===== src/rtl/bcd_updown_ctr_if.sv =====
// Control/data bundle for the multi-digit BCD up/down counter.
// The master drives count/load controls and reads back count and status.
interface bcd_updown_ctr_if #(
  parameter int DIGITS = 2
);
  logic                  en;
  logic                  up;
  logic                  load;
  logic [4*DIGITS-1:0]   d;
  logic [4*DIGITS-1:0]   q;
  logic                  tc;
  logic                  wrap;
  logic                  load_err;

  modport master (
    output en, up, load, d,
    input  q, tc, wrap, load_err
  );

  modport slave (
    input  en, up, load, d,
    output q, tc, wrap, load_err
  );
endinterface


===== src/rtl/bcd_updown_ctr.sv =====
// Multi-digit BCD (decade) up/down counter with parallel load and
// cascade output. Digit 0 is the least significant nibble. The carry
// (or borrow) ripples through every digit within a single cycle, so
// q always steps by exactly one decimal count.
module bcd_updown_ctr #(
  parameter int DIGITS = 2
) (
  input  logic            clk,
  input  logic            rst,
  bcd_updown_ctr_if.slave bus
);
  localparam int W = 4 * DIGITS;

  logic [W-1:0]      q_reg, q_next;
  logic [W-1:0]      count_val;
  logic [W-1:0]      load_val;
  logic              wrap_reg, wrap_next;
  logic              load_err_reg, load_err_next;
  logic [DIGITS-1:0] dig_max;
  logic [DIGITS-1:0] dig_min;
  logic [DIGITS-1:0] clamp;
  logic [DIGITS:0]   carry;

  // Per-digit decode: at-9 / at-0 flags, the stepped digit value and the
  // clamped load digit. Nibbles A-F on d are saturated to 9 so q never
  // holds a non-decimal digit.
  generate
    for (genvar gi = 0; gi < DIGITS; gi++) begin : g_digit
      logic [3:0] cur;
      logic [3:0] ld;
      assign cur          = q_reg[4*gi +: 4];
      assign ld           = bus.d[4*gi +: 4];
      assign dig_max[gi]  = (cur == 4'd9);
      assign dig_min[gi]  = (cur == 4'd0);
      assign clamp[gi]    = (ld > 4'd9);
      assign load_val[4*gi +: 4] = clamp[gi] ? 4'd9 : ld;
      assign count_val[4*gi +: 4] =
          !carry[gi] ? cur :
          bus.up     ? (dig_max[gi] ? 4'd0 : cur + 4'd1) :
                       (dig_min[gi] ? 4'd9 : cur - 4'd1);
    end
  endgenerate

  // Carry/borrow chain: digit i steps only when every lower digit rolls over.
  always_comb begin
    carry    = '0;
    carry[0] = 1'b1;
    for (int i = 0; i < DIGITS; i++) begin
      carry[i+1] = carry[i] & (bus.up ? dig_max[i] : dig_min[i]);
    end
  end

  // Next-state selection: load beats count, count beats hold.
  always_comb begin
    q_next        = q_reg;
    wrap_next     = 1'b0;
    load_err_next = 1'b0;
    if (bus.load) begin
      q_next        = load_val;
      load_err_next = |clamp;
    end else if (bus.en) begin
      q_next    = count_val;
      wrap_next = carry[DIGITS];
    end
  end

  // State registers with asynchronous active-low clear.
  always_ff @(posedge clk or negedge rst) begin
    if (!rst) begin
      q_reg        <= '0;
      wrap_reg     <= 1'b0;
      load_err_reg <= 1'b0;
    end else begin
      q_reg        <= q_next;
      wrap_reg     <= wrap_next;
      load_err_reg <= load_err_next;
    end
  end

  // Terminal count is combinational so a downstream stage steps on the
  // same edge this stage rolls over.
  assign bus.tc       = bus.en & ~bus.load & carry[DIGITS];
  assign bus.q        = q_reg;
  assign bus.wrap     = wrap_reg;
  assign bus.load_err = load_err_reg;
endmodule


===== src/flat_wrapper.sv =====
// flat-port wrapper written by rule: the top's interface ports become plain ports
module bcd_updown_ctr_flat 
#(
  parameter int DIGITS = 2
)
  (clk, rst, bus_en, bus_up, bus_load, bus_d, bus_q, bus_tc, bus_wrap, bus_load_err);
  bcd_updown_ctr_if #(.DIGITS(DIGITS)) bus_i ();
  input  logic clk;
  input  logic rst;
  input wire logic [$bits(bus_i.en)-1:0] bus_en;
  input wire logic [$bits(bus_i.up)-1:0] bus_up;
  input wire logic [$bits(bus_i.load)-1:0] bus_load;
  input wire logic [$bits(bus_i.d)-1:0] bus_d;
  output wire logic [$bits(bus_i.q)-1:0] bus_q;
  output wire logic [$bits(bus_i.tc)-1:0] bus_tc;
  output wire logic [$bits(bus_i.wrap)-1:0] bus_wrap;
  output wire logic [$bits(bus_i.load_err)-1:0] bus_load_err;
  assign bus_i.en = bus_en;
  assign bus_i.up = bus_up;
  assign bus_i.load = bus_load;
  assign bus_i.d = bus_d;
  assign bus_q = bus_i.q;
  assign bus_tc = bus_i.tc;
  assign bus_wrap = bus_i.wrap;
  assign bus_load_err = bus_i.load_err;
  bcd_updown_ctr #(.DIGITS(DIGITS)) u_core (.clk(clk), .rst(rst), .bus(bus_i));
endmodule

===== config.mk =====
export PLATFORM = sky130hd
export DESIGN_NAME = bcd_updown_ctr_flat
export DESIGN_NICKNAME = d
export VERILOG_FILES = /design/src/rtl/bcd_updown_ctr_if.sv /design/src/rtl/bcd_updown_ctr.sv /design/src/flat_wrapper.sv
export SDC_FILE = /design/constraint.sdc
export NUM_CORES = 1
export LEC_CHECK = 0
export ABC_AREA = 1
export ABC_CLOCK_PERIOD_IN_PS = 1300
export CORE_MARGIN = 1
export CORE_UTILIZATION = 41
export DETAILED_ROUTE_END_ITERATION = 6
export PLACE_DENSITY = 0.74
export SYNTH_ARGS = -nofsm -noshare
export SYNTH_HDL_FRONTEND = slang
export SYNTH_SLANG_ARGS = --single-unit

===== constraint.sdc =====
create_clock -name clk -period 1.3 [get_ports clk]
set_input_delay 0.39 -clock clk [delete_from_list [all_inputs] [get_ports clk]]
set_output_delay 0.39 -clock clk [all_outputs]
set_load 0.005 [all_outputs]

== Word-level counts from Yosys, hierarchy flattened ==
Index checks and enable logic that the tools add are counted.
Storage, ports and cells
  output and inout port bits: 11
  input bits: 13
  logic and storage cells: 38
  register bits: 10
Operators by class
  $lt $le $gt $ge: 2
  mux-type cells: 16
  bitwise logic cells: 4
  eq/ne operators: 2
  reductions and logical operators: 6
  add/subtract/negate cells: 4
Operators with widths (number)
  $mux 4: 9
  $mux 8: 2
  $add 4x1->4 const B: 2
  $eq 4x4->1 const B: 2
  $gt 4x4->1 const B: 2
  $logic_not 4->1: 2
  $sub 4x1->4 const B: 2
  $mux 1: 5
  $reduce_bool 2->1: 2
  $and 1x1->1: 3
  $reduce_and 2->1: 1
  $reduce_or 2->1: 1
  $not 1->1: 1

== Depth between registers and ports, before layout ==
Gate-level depths: netlist of run 1.
  depth in word-level cells: 6
  gate-level depth with buffers: 9
  gate-level depth less buffers: 9

== Worst setup path before layout of run 1 ==
OpenSTA, ideal clock, no wires.
  path kind: input port to output port
  start point: input port bus_load
  end point: output port bus_tc
  path slack: -158 ps
  stages: 5
  data arrival time: 1068 ps
  buffers on the path: 2
  path through: buf_4 > inv_1 > buf_2 > nand2_1 > nor3_1
Between the ends
  cells in the longest elaborated chain, start to end: 3
RTL lines
  start, declared: RTL line flat_wrapper.sv:12  | input wire logic [$bits(bus_i.load)-1:0] bus_load;
  $not 1->1: RTL line bcd_updown_ctr.sv:82  | assign bus.tc = bus.en & ~bus.load & carry[DIGITS];
  $and 1x1->1 (2 in series): RTL line bcd_updown_ctr.sv:82
  end, declared: RTL line flat_wrapper.sv:15  | output wire logic [$bits(bus_i.tc)-1:0] bus_tc;
No other way between the ends.

== Worst setup path after layout of run 1 ==
  start point: register u_core.q_reg[2], in the netlist u_core.bus.q[2]
  end point: output port bus_tc
Between the ends
  cells in the longest elaborated chain, start to end: 4
RTL lines
  start, declared: RTL line bcd_updown_ctr.sv:14  | logic [W-1:0] q_reg, q_next;
  start signal, assigned: RTL line bcd_updown_ctr.sv:74  | q_reg <= q_next;
  $eq 4x4->1 or $logic_not 4->1 (tied branches): RTL line bcd_updown_ctr.sv:33, bcd_updown_ctr.sv:34
  $mux 1 *: RTL line bcd_updown_ctr.sv:49  | carry[i+1] = carry[i] & (bus.up ? dig_max[i] : dig_min[i]);
  $and 1x1->1 *: RTL line bcd_updown_ctr.sv:49
  $and 1x1->1 *: RTL line bcd_updown_ctr.sv:82
Mark *: on every way between the ends. The rest lies on a longest branch, timed or not.

==> metrics.log, run 1 <==
INFO  metric synth.largest_area_cell = sky130_fd_sc_hd__dfrtp_1
INFO  metric h_tree_depth = 1
INFO  metric fp.dieH = 46.4 um
INFO  metric synthesis.area = 807 um2
INFO  metric std_cell_rows = 15
INFO  metric synthTopCellsByArea = sky130_fd_sc_hd__dfrtp_1, sky130_fd_sc_hd__nand2_1, sky130_fd_sc_hd__nand3_1
INFO  metric synth-edff-count = 0
INFO  metric design.die.area = 2150 um2
INFO  metric total_switching_power = 0.656 mW
INFO  metric postSynth.asyncResetShare = 100%
INFO  metric n_antenna_cell = 0
INFO  metric drt_pass1_iterations = 4
INFO  metric max_cap_viol_count = 0
INFO  metric postSynthCellCount = 137
INFO  metric clk_transition_reported_paths = 80 ps
INFO  metric numPortBuffers = 23
INFO  metric unrepaired_setup_endpoints_after_global_routing = true
INFO  metric reg_area = 254 um2
INFO  metric max_freq = 575 MHz
INFO  metric post_synth.cell_area_avg = 5.89 um2
INFO  metric powerDensity = 1070 nW/um2
INFO  metric area_used_by_multi_input_combinational_logic = 596 um2
INFO  metric post_synth_and_or_nand_nor_area_fraction = 48.7%
INFO  metric route.final.wire_length = 3.44 mm
INFO  metric grt_pass1_wl = 4.51 mm
INFO  metric die_width = 46.4 um
INFO  metric slew_viol_final = 0
INFO  metric synthDistinctLibCells = 18
INFO  metric fillers = 97
INFO  metric min_period = 1740 ps
INFO  metric root_buffer = sky130_fd_sc_hd__clkbuf_4
INFO  metric worst_path_largest_cell_delay = 450 ps
INFO  metric clockBufferDepth = 2
INFO  metric synth_area_in_xor_xnor = 0%
INFO  metric critPathTopFamily = simple AND/OR/NAND/NOR gates
INFO  metric setup_slack = -440 ps
INFO  metric worst_ir_drop_vdd = 0.000785 V
INFO  metric swShare = 40.3%
INFO  metric cts_tree = done
INFO  metric combPwrFrac = 56.7%
INFO  metric fin_nets = 213
INFO  metric power.total = 1.63 mW
INFO  metric number_of_hold_slack_violations_in_the_final_timing_report = 0
INFO  metric synth_top_family_by_area = simple AND/OR/NAND/NOR gates
INFO  metric synthMuxAreaShare = 0%
INFO  metric crit_path_frequent_cell = sky130_fd_sc_hd__nand2_1
INFO  metric place_congestion = 0.884
INFO  metric run_status = finished with violations
INFO  metric failing_checks = negative setup slack
INFO  metric ys_warn_count = 0
INFO  metric drc_errors = 0
INFO  metric grt_pass1_vias = 1050
INFO  metric layout-drive-gt1-share = 44.7%
INFO  metric initial_core_util = 45.3%
INFO  metric ant_nets = 0
INFO  metric ys_seq_area_share = 31.0%
INFO  metric hpwlAfterDp = 1.80 mm
INFO  metric worst-path-max-fanout = 4
INFO  metric timing.critical_path.cells = nor2_2 -> nand2_1 -> nand2_1 -> nand3_2 -> nor3_2 -> buf_2
INFO  metric hold_class = in -> async
INFO  metric setup.worst_path.class = reg -> out
INFO  metric clock_power_share = 18.1%
INFO  metric fin_worst_skew = 6.16 ps
INFO  metric worst_path_max_delay_cell = sky130_fd_sc_hd__dfrtp_2
INFO  metric net_count_synth = 150
INFO  metric static-leakage-power = 0.821 nW
INFO  metric total_of_flip_flops_plus_latches_after_synthesis = 10
INFO  metric synth_compound_gate_area_share = 10.4%
INFO  metric power_frac_seq = 25.3%
INFO  metric holdBufCountCts = 0
INFO  metric worst_ep_required = 910 ps
INFO  metric grt_antenna_before_repair = 0
INFO  metric area_overhead_vs_synth = 89.1%
INFO  metric power_report.internal_total = 0.973 mW
INFO  metric synth-adder-area-share = 0%
INFO  metric pin_count = 24
INFO  metric largest_net_degree_at_the_start_of_global_routing = 11
INFO  metric leading_cell_types_by_count_after_synthesis = sky130_fd_sc_hd__nand2_1, sky130_fd_sc_hd__inv_1, sky130_fd_sc_hd__nand3_1
INFO  metric largest_register_ffs = 8
INFO  metric insertion_delay = 270 ps
INFO  metric critical_path.n_buffers_inverters = 1
INFO  metric wl_per_cell = 15.3 um
INFO  metric finalNonFillerCells = 224
INFO  metric tritoncts.num_buffers = 3
INFO  metric worstMarginPinSlew = 288 ps
INFO  metric yosys_most_used_dff = sky130_fd_sc_hd__dfrtp_1
INFO  metric total_grt_overflow = 0
INFO  metric setup_viol = 15
INFO  metric dr.first_iter.drc_count = 60
INFO  metric numClockSinks = 10
INFO  metric min_period_over_period = 134%
INFO  metric cp-end-kind = output pin
INFO  metric synth_most_common_cell = sky130_fd_sc_hd__nand2_1
INFO  metric core_area = 1780 um2
INFO  metric vias = 1243
INFO  metric post_drt_via_cell_ratio = 5.55
INFO  metric critPathArrivalTime = 1350 ps
INFO  metric synthDominantCellAreaShare = 31.0%
INFO  metric cp-start-kind = flip-flop
INFO  metric placed_cells = 210
INFO  metric track_usage = 29.5%
INFO  metric rel_slew_slack = 80.6%
-- power by group through the flow --
| stage | logic [mW] | clock network, mW | registers (mW) |
|---|---|---|---|
| floorplan | 0.288 | 0 | 0.427 |
| global placement | 0.646 | 0 | 0.402 |
| detailed placement | 0.652 | 0 | 0.403 |
| CTS | 0.751 | 0.285 | 0.399 |
| global route | 0.991 | 0.309 | 0.415 |
| finish | 0.923 | 0.295 | 0.412 |
-- through the flow --
stage	setup slack [ps]	area [um2]	setup TNS, ps	hold slack [ps]	utilization, %
after floorplan	-65.0	825	-65.0	94.4	-
after global placement	-841	1270	-4180	620	71.2
after detailed placement	-867	1270	-4380	645	71.2
after CTS	-399	1420	-1780	416	79.7
after global routing	-527	1530	-2850	410	85.6
final	-440	1530	-1900	408	85.6
-- placed cells by master, fill, tap and decap left out, types with 4 or more instances in the layout --
master / count
sky130_fd_sc_hd__buf_4: 26
sky130_fd_sc_hd__buf_6: 15
sky130_fd_sc_hd__clkdlybuf4s50_1: 11
sky130_fd_sc_hd__dfrtp_1: 7
sky130_fd_sc_hd__inv_1: 10
sky130_fd_sc_hd__inv_2: 7
sky130_fd_sc_hd__nand2_1: 50
sky130_fd_sc_hd__nand2_2: 5
sky130_fd_sc_hd__nand2_4: 4
sky130_fd_sc_hd__nand3_1: 8
sky130_fd_sc_hd__nand3_2: 7
sky130_fd_sc_hd__nor2_1: 5
sky130_fd_sc_hd__nor2_2: 6
-- cell type report --
type                       count  area share [%]
multi-input combinational    107            39.0
timing repair buffer          60            35.3
sequential                    10            16.6
inverter                      18            4.59
clock buffer                   4            2.38
tap                           25            2.05
-- repair_timing --
action | CTS | global route
pin swaps | 2 | 12
buffers inserted | 9 | 4
gates resized for setup | 46 | 42
setup endpoints to repair | 19 | 19
-- logic make-up (layout without fill, tap and decap cells) --
group | count (synthesis) | after routing
and+or+nand+nor | 92 | 92
buffers and inverters | 20 | 82
AOI/OAI and AO/OA | 15 | 15
DFF | 10 | 10
-- per-layer routing --
| layer | up-vias | wire length [um] | track usage (%) |
|---|---|---|---|
| met5 | - | 0 | 0 |
| li1 | 562 | - | - |
| met1 | 574 | 1370 | 40.3 |
| met3 | 19 | 332 | 4.31 |
| met4 | 0 | 127 | 9.41 |
| met2 | 88 | 1600 | 47.2 |
-- worst paths after layout --
kind / from / end / slack (ps) / cells after the start
min in group clk: bus_up / u_core.bus.wrap / 720 / 5
worst min-delay path: rst / u_core.bus.q[6] / 410 / 2
worst max register to register: u_core.bus.q[2] / u_core.bus.q[7] / -130 / 9
worst min register to register: u_core.bus.q[4] / u_core.bus.wrap / 730 / 5
worst max-delay path: u_core.bus.q[2] / bus_tc / -440 / 6
max in group asynchronous: rst / u_core.bus.q[5] / 720 / 2
Note: power is estimated with default switching activity, not from simulation.
==> run 2: changes to the inputs <==
--- a/config.mk
+++ b/config.mk
@@ -8,9 +8,10 @@
 export ABC_AREA = 1
 export ABC_CLOCK_PERIOD_IN_PS = 1300
 export CORE_MARGIN = 1
-export CORE_UTILIZATION = 41
+export CORE_UTILIZATION = 40
+export CTS_CLUSTER_SIZE = 40
 export DETAILED_ROUTE_END_ITERATION = 6
-export PLACE_DENSITY = 0.74
+export PLACE_DENSITY = 0.72
 export SYNTH_ARGS = -nofsm -noshare
 export SYNTH_HDL_FRONTEND = slang
 export SYNTH_SLANG_ARGS = --single-unit
==> metrics.log, run 2 (synthesis gave the netlist of run 1 again) <==
INFO  metric worst_ir_drop_vdd = 0.000955 V (+22%)
INFO  metric grt_pass1_wl = 4.75 mm (+5.4%)
INFO  metric numPortBuffers = 23 (unchanged)
INFO  metric fp.dieH = 46.9 um (+1.2%)
INFO  metric largest_net_degree_at_the_start_of_global_routing = 11 (unchanged)
INFO  metric placed_cells = 210 (unchanged)
INFO  metric area_overhead_vs_synth = 95.0%
INFO  metric crit_path_frequent_cell = sky130_fd_sc_hd__nand2_2
INFO  metric cp-end-kind = output pin
INFO  metric hpwlAfterDp = 1.84 mm (+2.2%)
INFO  metric fin_worst_skew = 3.57 ps (-2.59 ps)
INFO  metric grt_pass1_vias = 1108 (+5.5%)
INFO  metric setup_viol = 17 (+2)
INFO  metric place_congestion = 0.882 (-0.15%)
INFO  metric pin_count = 24 (unchanged)
INFO  metric drc_errors = 0 (unchanged)
INFO  metric rel_slew_slack = 84.9% (+4.3 points)
INFO  metric min_period = 1760 ps (+25.4 ps)
INFO  metric failing_checks = negative setup slack
INFO  metric finalNonFillerCells = 232 (+3.6%)
INFO  metric initial_core_util = 44.8% (-0.47 points)
INFO  metric layout.cell_area.non_filler = 1570 um2 (+3.1%)
INFO  metric wl_per_cell = 16.5 um (+7.4%)
INFO  metric cp-start-kind = flip-flop
INFO  metric std_cell_rows = 15 (unchanged)
INFO  metric min_period_over_period = 136% (+2.0 points)
INFO  metric static-leakage-power = 0.837 nW (+1.9%)
INFO  metric core_area = 1800 um2 (+1.1%)
INFO  metric layout-drive-gt1-share = 47.3% (+2.6 points)
INFO  metric max_cap_viol_count = 0 (unchanged)
INFO  metric setup.worst_path.class = reg -> out
INFO  metric slew_viol_final = 0 (unchanged)
INFO  metric place_area = 1270 um2 (unchanged)
INFO  metric fin_nets = 221 (+3.8%)
INFO  metric powerDensity = 1040 nW/um2 (-2.9%)
INFO  metric post_drt_via_cell_ratio = 5.55 (about the same)
INFO  metric largest_register_ffs = 8 (unchanged)
INFO  metric critPathArrivalTime = 1370 ps (+20 ps)
INFO  metric root_buffer = sky130_fd_sc_hd__clkbuf_4
INFO  metric number_of_hold_slack_violations_in_the_final_timing_report = 0 (unchanged)
INFO  metric grt_antenna_before_repair = 0 (unchanged)
INFO  metric worst_path_max_delay_cell = sky130_fd_sc_hd__dfrtp_2
INFO  metric layout.cells.most_common = sky130_fd_sc_hd__nand2_1
INFO  metric worstMarginPinSlew = 225 ps (-63.2 ps)
INFO  metric dr.first_iter.drc_count = 79 (+32%)
INFO  metric tritoncts.num_buffers = 3 (unchanged)
INFO  metric setup_slack = -465 ps (-25.4 ps)
INFO  metric total_grt_overflow = 0 (unchanged)
INFO  metric die_width = 46.9 um (+1.2%)
INFO  metric worst_ep_required = 910 ps (about the same)
INFO  metric cts_tree = done
INFO  metric h_tree_depth = 1 (unchanged)
INFO  metric track_usage = 30.5% (+0.93 points)
INFO  metric n_antenna_cell = 0 (unchanged)
INFO  metric timing.critical_path.cells = nor2_4 -> nand2_2 -> nand2_2 -> nand3_2 -> nor3_2 -> buf_2
INFO  metric numClockSinks = 10 (unchanged)
INFO  metric worst_path_largest_cell_delay = 470 ps (+20 ps)
INFO  metric design.die.area = 2200 um2 (+2.4%)
INFO  metric route.final.wire_length = 3.83 mm (+11%)
INFO  metric clockBufferDepth = 2 (unchanged)
INFO  metric ant_nets = 0 (unchanged)
INFO  metric hold_class = in -> async
INFO  metric clk_transition_reported_paths = 70 ps (about the same)
INFO  metric unrepaired_setup_endpoints_after_global_routing = true
INFO  metric drt_pass1_iterations = 4 (unchanged)
INFO  metric vias = 1288 (+3.6%)
INFO  metric layout_common_cells = sky130_fd_sc_hd__nand2_1, sky130_fd_sc_hd__buf_4, sky130_fd_sc_hd__buf_6
INFO  metric insertion_delay = 270 ps (about the same)
INFO  metric max_freq = 567 MHz (-1.4%)
INFO  metric worst-path-max-fanout = 4 (unchanged)
INFO  metric run_status = finished with violations
run 2: per-stage QoR:
step,setup slack [ps],utilization [%],TNS (ps),hold WS [ps],total power [mW]
6_report,-465,87.4,-2420,405,1.63
5_1_grt,-523,87.4,-3280,423,1.71
4_1_cts,-388,83.3,-2710,412,1.45
3_5_place_dp,-858,70.5,-4480,637,1.06
3_3_place_gp,-843,70.5,-4160,620,1.04
2_1_floorplan,-65.0,-,-65.0,94.4,0.715
run 2: final cells by class:
cell class / instances / area, um2
Tap cell: 25 / 31.3
Inverter: 18 / 70.1
Multi-Input combinational cell: 107 / 593
Clock buffer: 4 / 26.3
Sequential cell: 10 / 258
Fill cell: 89 / 228
Timing Repair Buffer: 68 / 596
run 2: routing by layer:
metal | global-route usage [%] | share of wire [%]
met4 | 13.7 | 4.1
met5 | 0 | 0
met3 | 3.85 | 7.7
met1 | 40.5 | 41
met2 | 49.4 | 48
run 2: repair_timing:
action | 4_1_cts | 5_1_grt
pin swaps | 8 | 10
buffers inserted | 20 | 8
hold buffers | 0 | 0
gates resized for setup | 54 | 46
setup endpoints to repair | 19 | 19
run 2: report_power, final:
part | total (mW) | switching (mW) | internal (mW) | leakage, nW
registers | 0.430 | 0.0708 | 0.359 | 0.117
logic | 0.962 | 0.481 | 0.481 | 0.705
clock network | 0.239 | 0.120 | 0.119 | 0.0150
run 2: worst max-delay path, delay by kind of cell, from the launching register on:
family	cells	cell delay [ps]
buf+inv	1	130
flops	1	470
simple gates	5	500
run 2: final timing paths:
path	from	end	slack (ps)	depth (start not counted)
min in group clk	u_core.bus.q[6]	u_core.bus.q[6]	650	3
worst max-delay path	u_core.bus.q[2]	bus_tc	-460	6
worst min register to register	u_core.bus.q[6]	u_core.bus.q[6]	650	3
worst max register to register	u_core.bus.q[2]	u_core.bus.q[5]	-230	10
max in group asynchronous	rst	u_core.bus.q[2]	730	2
worst min-delay path	rst	u_core.bus.load_err	410	2
==> run 3: changes to the inputs <==
--- a/config.mk
+++ b/config.mk
@@ -9,6 +9,7 @@
 export ABC_CLOCK_PERIOD_IN_PS = 1300
 export CORE_MARGIN = 1
 export CORE_UTILIZATION = 40
+export CTS_BUF_LIST = sky130_fd_sc_hd__clkbuf_8
 export CTS_CLUSTER_SIZE = 40
 export DETAILED_ROUTE_END_ITERATION = 6
 export PLACE_DENSITY = 0.72
==> metrics.log, run 3 (synthesis gave the netlist of run 1 again) <==
INFO  metric run_status = finished with violations
INFO  metric failing_checks = negative setup slack
INFO  metric number_of_hold_slack_violations_in_the_final_timing_report = 0 (unchanged)
INFO  metric fin_worst_skew = 4.32 ps (+0.752 ps)
INFO  metric layout-drive-gt1-share = 50.7% (+3.4 points)
INFO  metric numClockSinks = 10 (unchanged)
INFO  metric cp-startpoint = u_core.bus.q[6]
INFO  metric clk_transition_reported_paths = 50 ps (-20 ps)
INFO  metric unrepaired_setup_endpoints_after_global_routing = true
INFO  metric worst-path-max-fanout = 4 (unchanged)
INFO  metric largest_net_degree_at_the_start_of_global_routing = 11 (unchanged)
INFO  metric initial_core_util = 44.8% (unchanged)
INFO  metric pin_count = 24 (unchanged)
INFO  metric n_antenna_cell = 0 (unchanged)
INFO  metric wl_per_cell = 21.0 um (+27%)
INFO  metric min_period_over_period = 139% (+2.9 points)
INFO  metric crit_path_frequent_cell = sky130_fd_sc_hd__nor2_2
INFO  metric tritoncts.num_buffers = 3 (unchanged)
INFO  metric fp.dieH = 46.9 um (unchanged)
INFO  metric cts_tree = done
INFO  metric area_used_by_multi_input_combinational_logic = 624 um2 (+5.3%)
INFO  metric total_grt_overflow = 0 (unchanged)
INFO  metric timing.critical_path.to = bus_tc
INFO  metric timing.critical_path.cells = inv_2 -> nand2_1 -> nor2_2 -> nor2_2 -> nor3_2 -> buf_2
INFO  metric drt_pass1_iterations = 6 (+2)
INFO  metric dr.first_iter.drc_count = 122 (+54%)
INFO  metric std_cell_rows = 15 (unchanged)
INFO  metric grt_pass1_wl = 5.35 mm (+12%)
INFO  metric worst_ep_required = 910 ps (about the same)
INFO  metric whs = 463 ps (+58.0 ps)
INFO  metric critical_path_cell_count = 6 (unchanged)
INFO  metric reg_area = 256 um2 (-0.49%)
INFO  metric regToRegStartpoint = u_core.bus.q[1]
INFO  metric hold_class = in -> async
INFO  metric post_drt_via_cell_ratio = 6.23 (+12%)
INFO  metric critPathTopFamily = flip-flops
INFO  metric holdBufCountCts = 0 (unchanged)
INFO  metric core_area = 1800 um2 (unchanged)
INFO  metric setup_viol = 18 (+1)
INFO  metric fin_nets = 227 (+2.7%)
INFO  metric track_usage = 34.3% (+3.8 points)
INFO  metric r2r_setup_slack = -350 ps (-120 ps)
INFO  metric max_cap_viol_count = 0 (unchanged)
INFO  metric drc_errors = 0 (unchanged)
INFO  metric insertion_delay = 240 ps (-30 ps)
INFO  metric rr_worst_depth = 11 (+1)
INFO  metric hpwlAfterDp = 1.84 mm (unchanged)
INFO  metric worst_path_max_delay_cell = sky130_fd_sc_hd__dfrtp_1
INFO  metric h_tree_depth = 1 (unchanged)
INFO  metric area_overhead_vs_synth = 111%
INFO  metric numPortBuffers = 23 (unchanged)
INFO  metric slew_viol_final = 0 (unchanged)
INFO  metric design.die.area = 2200 um2 (unchanged)
INFO  metric setup.worst_path.class = reg -> out
INFO  metric critical_path.n_buffers_inverters = 2 (+1)
INFO  metric clockBufferDepth = 2 (unchanged)
INFO  metric layout.cells.most_common = sky130_fd_sc_hd__nand2_1
INFO  metric cp-start-kind = flip-flop
INFO  metric route.final.wire_length = 5.00 mm (+31%)
INFO  metric fillers = 51 (-43%)
INFO  metric layout_common_cells = sky130_fd_sc_hd__nand2_1, sky130_fd_sc_hd__buf_4, sky130_fd_sc_hd__buf_6
INFO  metric die_width = 46.9 um (unchanged)
INFO  metric ant_nets = 0 (unchanged)
INFO  metric largest_register_ffs = 8 (unchanged)
INFO  metric post_place_setup_slack = -858 ps (unchanged)
INFO  metric worstMarginPinSlew = 267 ps (+41.8 ps)
INFO  metric place_congestion = 0.882 (unchanged)
INFO  metric min_period = 1800 ps (+37.7 ps)
INFO  metric grt_antenna_before_repair = 0 (unchanged)
INFO  metric root_buffer = sky130_fd_sc_hd__clkbuf_8
INFO  metric worst_ir_drop_vdd = 0.00111 V (+16%)
INFO  metric critPathArrivalTime = 1410 ps (+40 ps)
INFO  metric rel_slew_slack = 82.0% (-2.8 points)
INFO  metric cp-end-kind = output pin
INFO  metric powerDensity = 1100 nW/um2 (+6.4%)
INFO  metric setup_slack = -503 ps (-37.7 ps)
INFO  metric vias = 1483 (+15%)
INFO  metric static-leakage-power = 0.909 nW (+8.6%)
INFO  metric max_freq = 555 MHz (-2.1%)
INFO  metric grt_pass1_vias = 1236 (+12%)
INFO  metric worst_r2r_endpoint = u_core.bus.q[7]
INFO  metric worst_path_largest_cell_delay = 450 ps (-20 ps)
run 3: metrics by stage:
stage | cells | cell area, um2 | utilization (%) | TNS [ps] | total power [mW]
final | 238 | 1710 | 94.7 | -3470 | 1.88
after global placement | 210 | 1270 | 70.5 | -4160 | 1.04
after CTS | 233 | 1550 | 85.8 | -2000 | 1.57
after detailed placement | 210 | 1270 | 70.5 | -4480 | 1.06
after global routing | 238 | 1710 | 94.7 | -3980 | 1.94
after floorplan | 137 | 825 | - | -65.0 | 0.715
run 3: worst min-delay path by stage:
stage	endpoint	cells past startpoint
finish	u_core.bus.q[5]	2
global route	u_core.bus.q[6]	2
CTS	u_core.bus.load_err	2
detailed placement	u_core.bus.q[6]	3
global placement	u_core.bus.q[6]	3
floorplan	u_core.bus.load_err	0
run 3: layer usage:
layer / vias to the layer above / global-route usage, % / routed length, um
met4: 0 / 17.1 / 408
met5: - / 0 / 0
li1: 593 / - / -
met3: 59 / 6.15 / 683
met2: 182 / 56.7 / 2210
met1: 649 / 42.8 / 1690
run 3: repair_timing:
item / CTS / global route
pin swaps: 9 / 5
resized for setup: 64 / 48
buffers inserted: 21 / 8
endpoints found under the setup margin: 20 / 18
cloned: 0 / 0
run 3: power by group:
part           total [mW]  internal [mW]  switching, mW
registers           0.436          0.359         0.0767
clock network       0.347          0.208          0.139
logic                1.10          0.530          0.568
total                1.88           1.10          0.783
run 3: worst register-to-register path, cell delays in order, from the launching register on:
cell and delay, ps:
sky130_fd_sc_hd__dfrtp_2 470, sky130_fd_sc_hd__nor2_4 150, sky130_fd_sc_hd__nand2_2 100, sky130_fd_sc_hd__nand2_1 120, sky130_fd_sc_hd__nand3_4 70, sky130_fd_sc_hd__buf_4 150
sky130_fd_sc_hd__buf_6 110, sky130_fd_sc_hd__buf_6 120, sky130_fd_sc_hd__nand2_8 70, sky130_fd_sc_hd__inv_2 60, sky130_fd_sc_hd__nand2_1 80, sky130_fd_sc_hd__nand2_1 60
run 3: final cells by class:
type	instances	area share [%]
Clock inverter	1	0.220
Sequential cell	10	15.0
Multi-Input combinational cell	107	36.6
Timing Repair Buffer	74	39.8
Clock buffer	3	2.42
Inverter	18	4.11
Tap cell	25	1.83
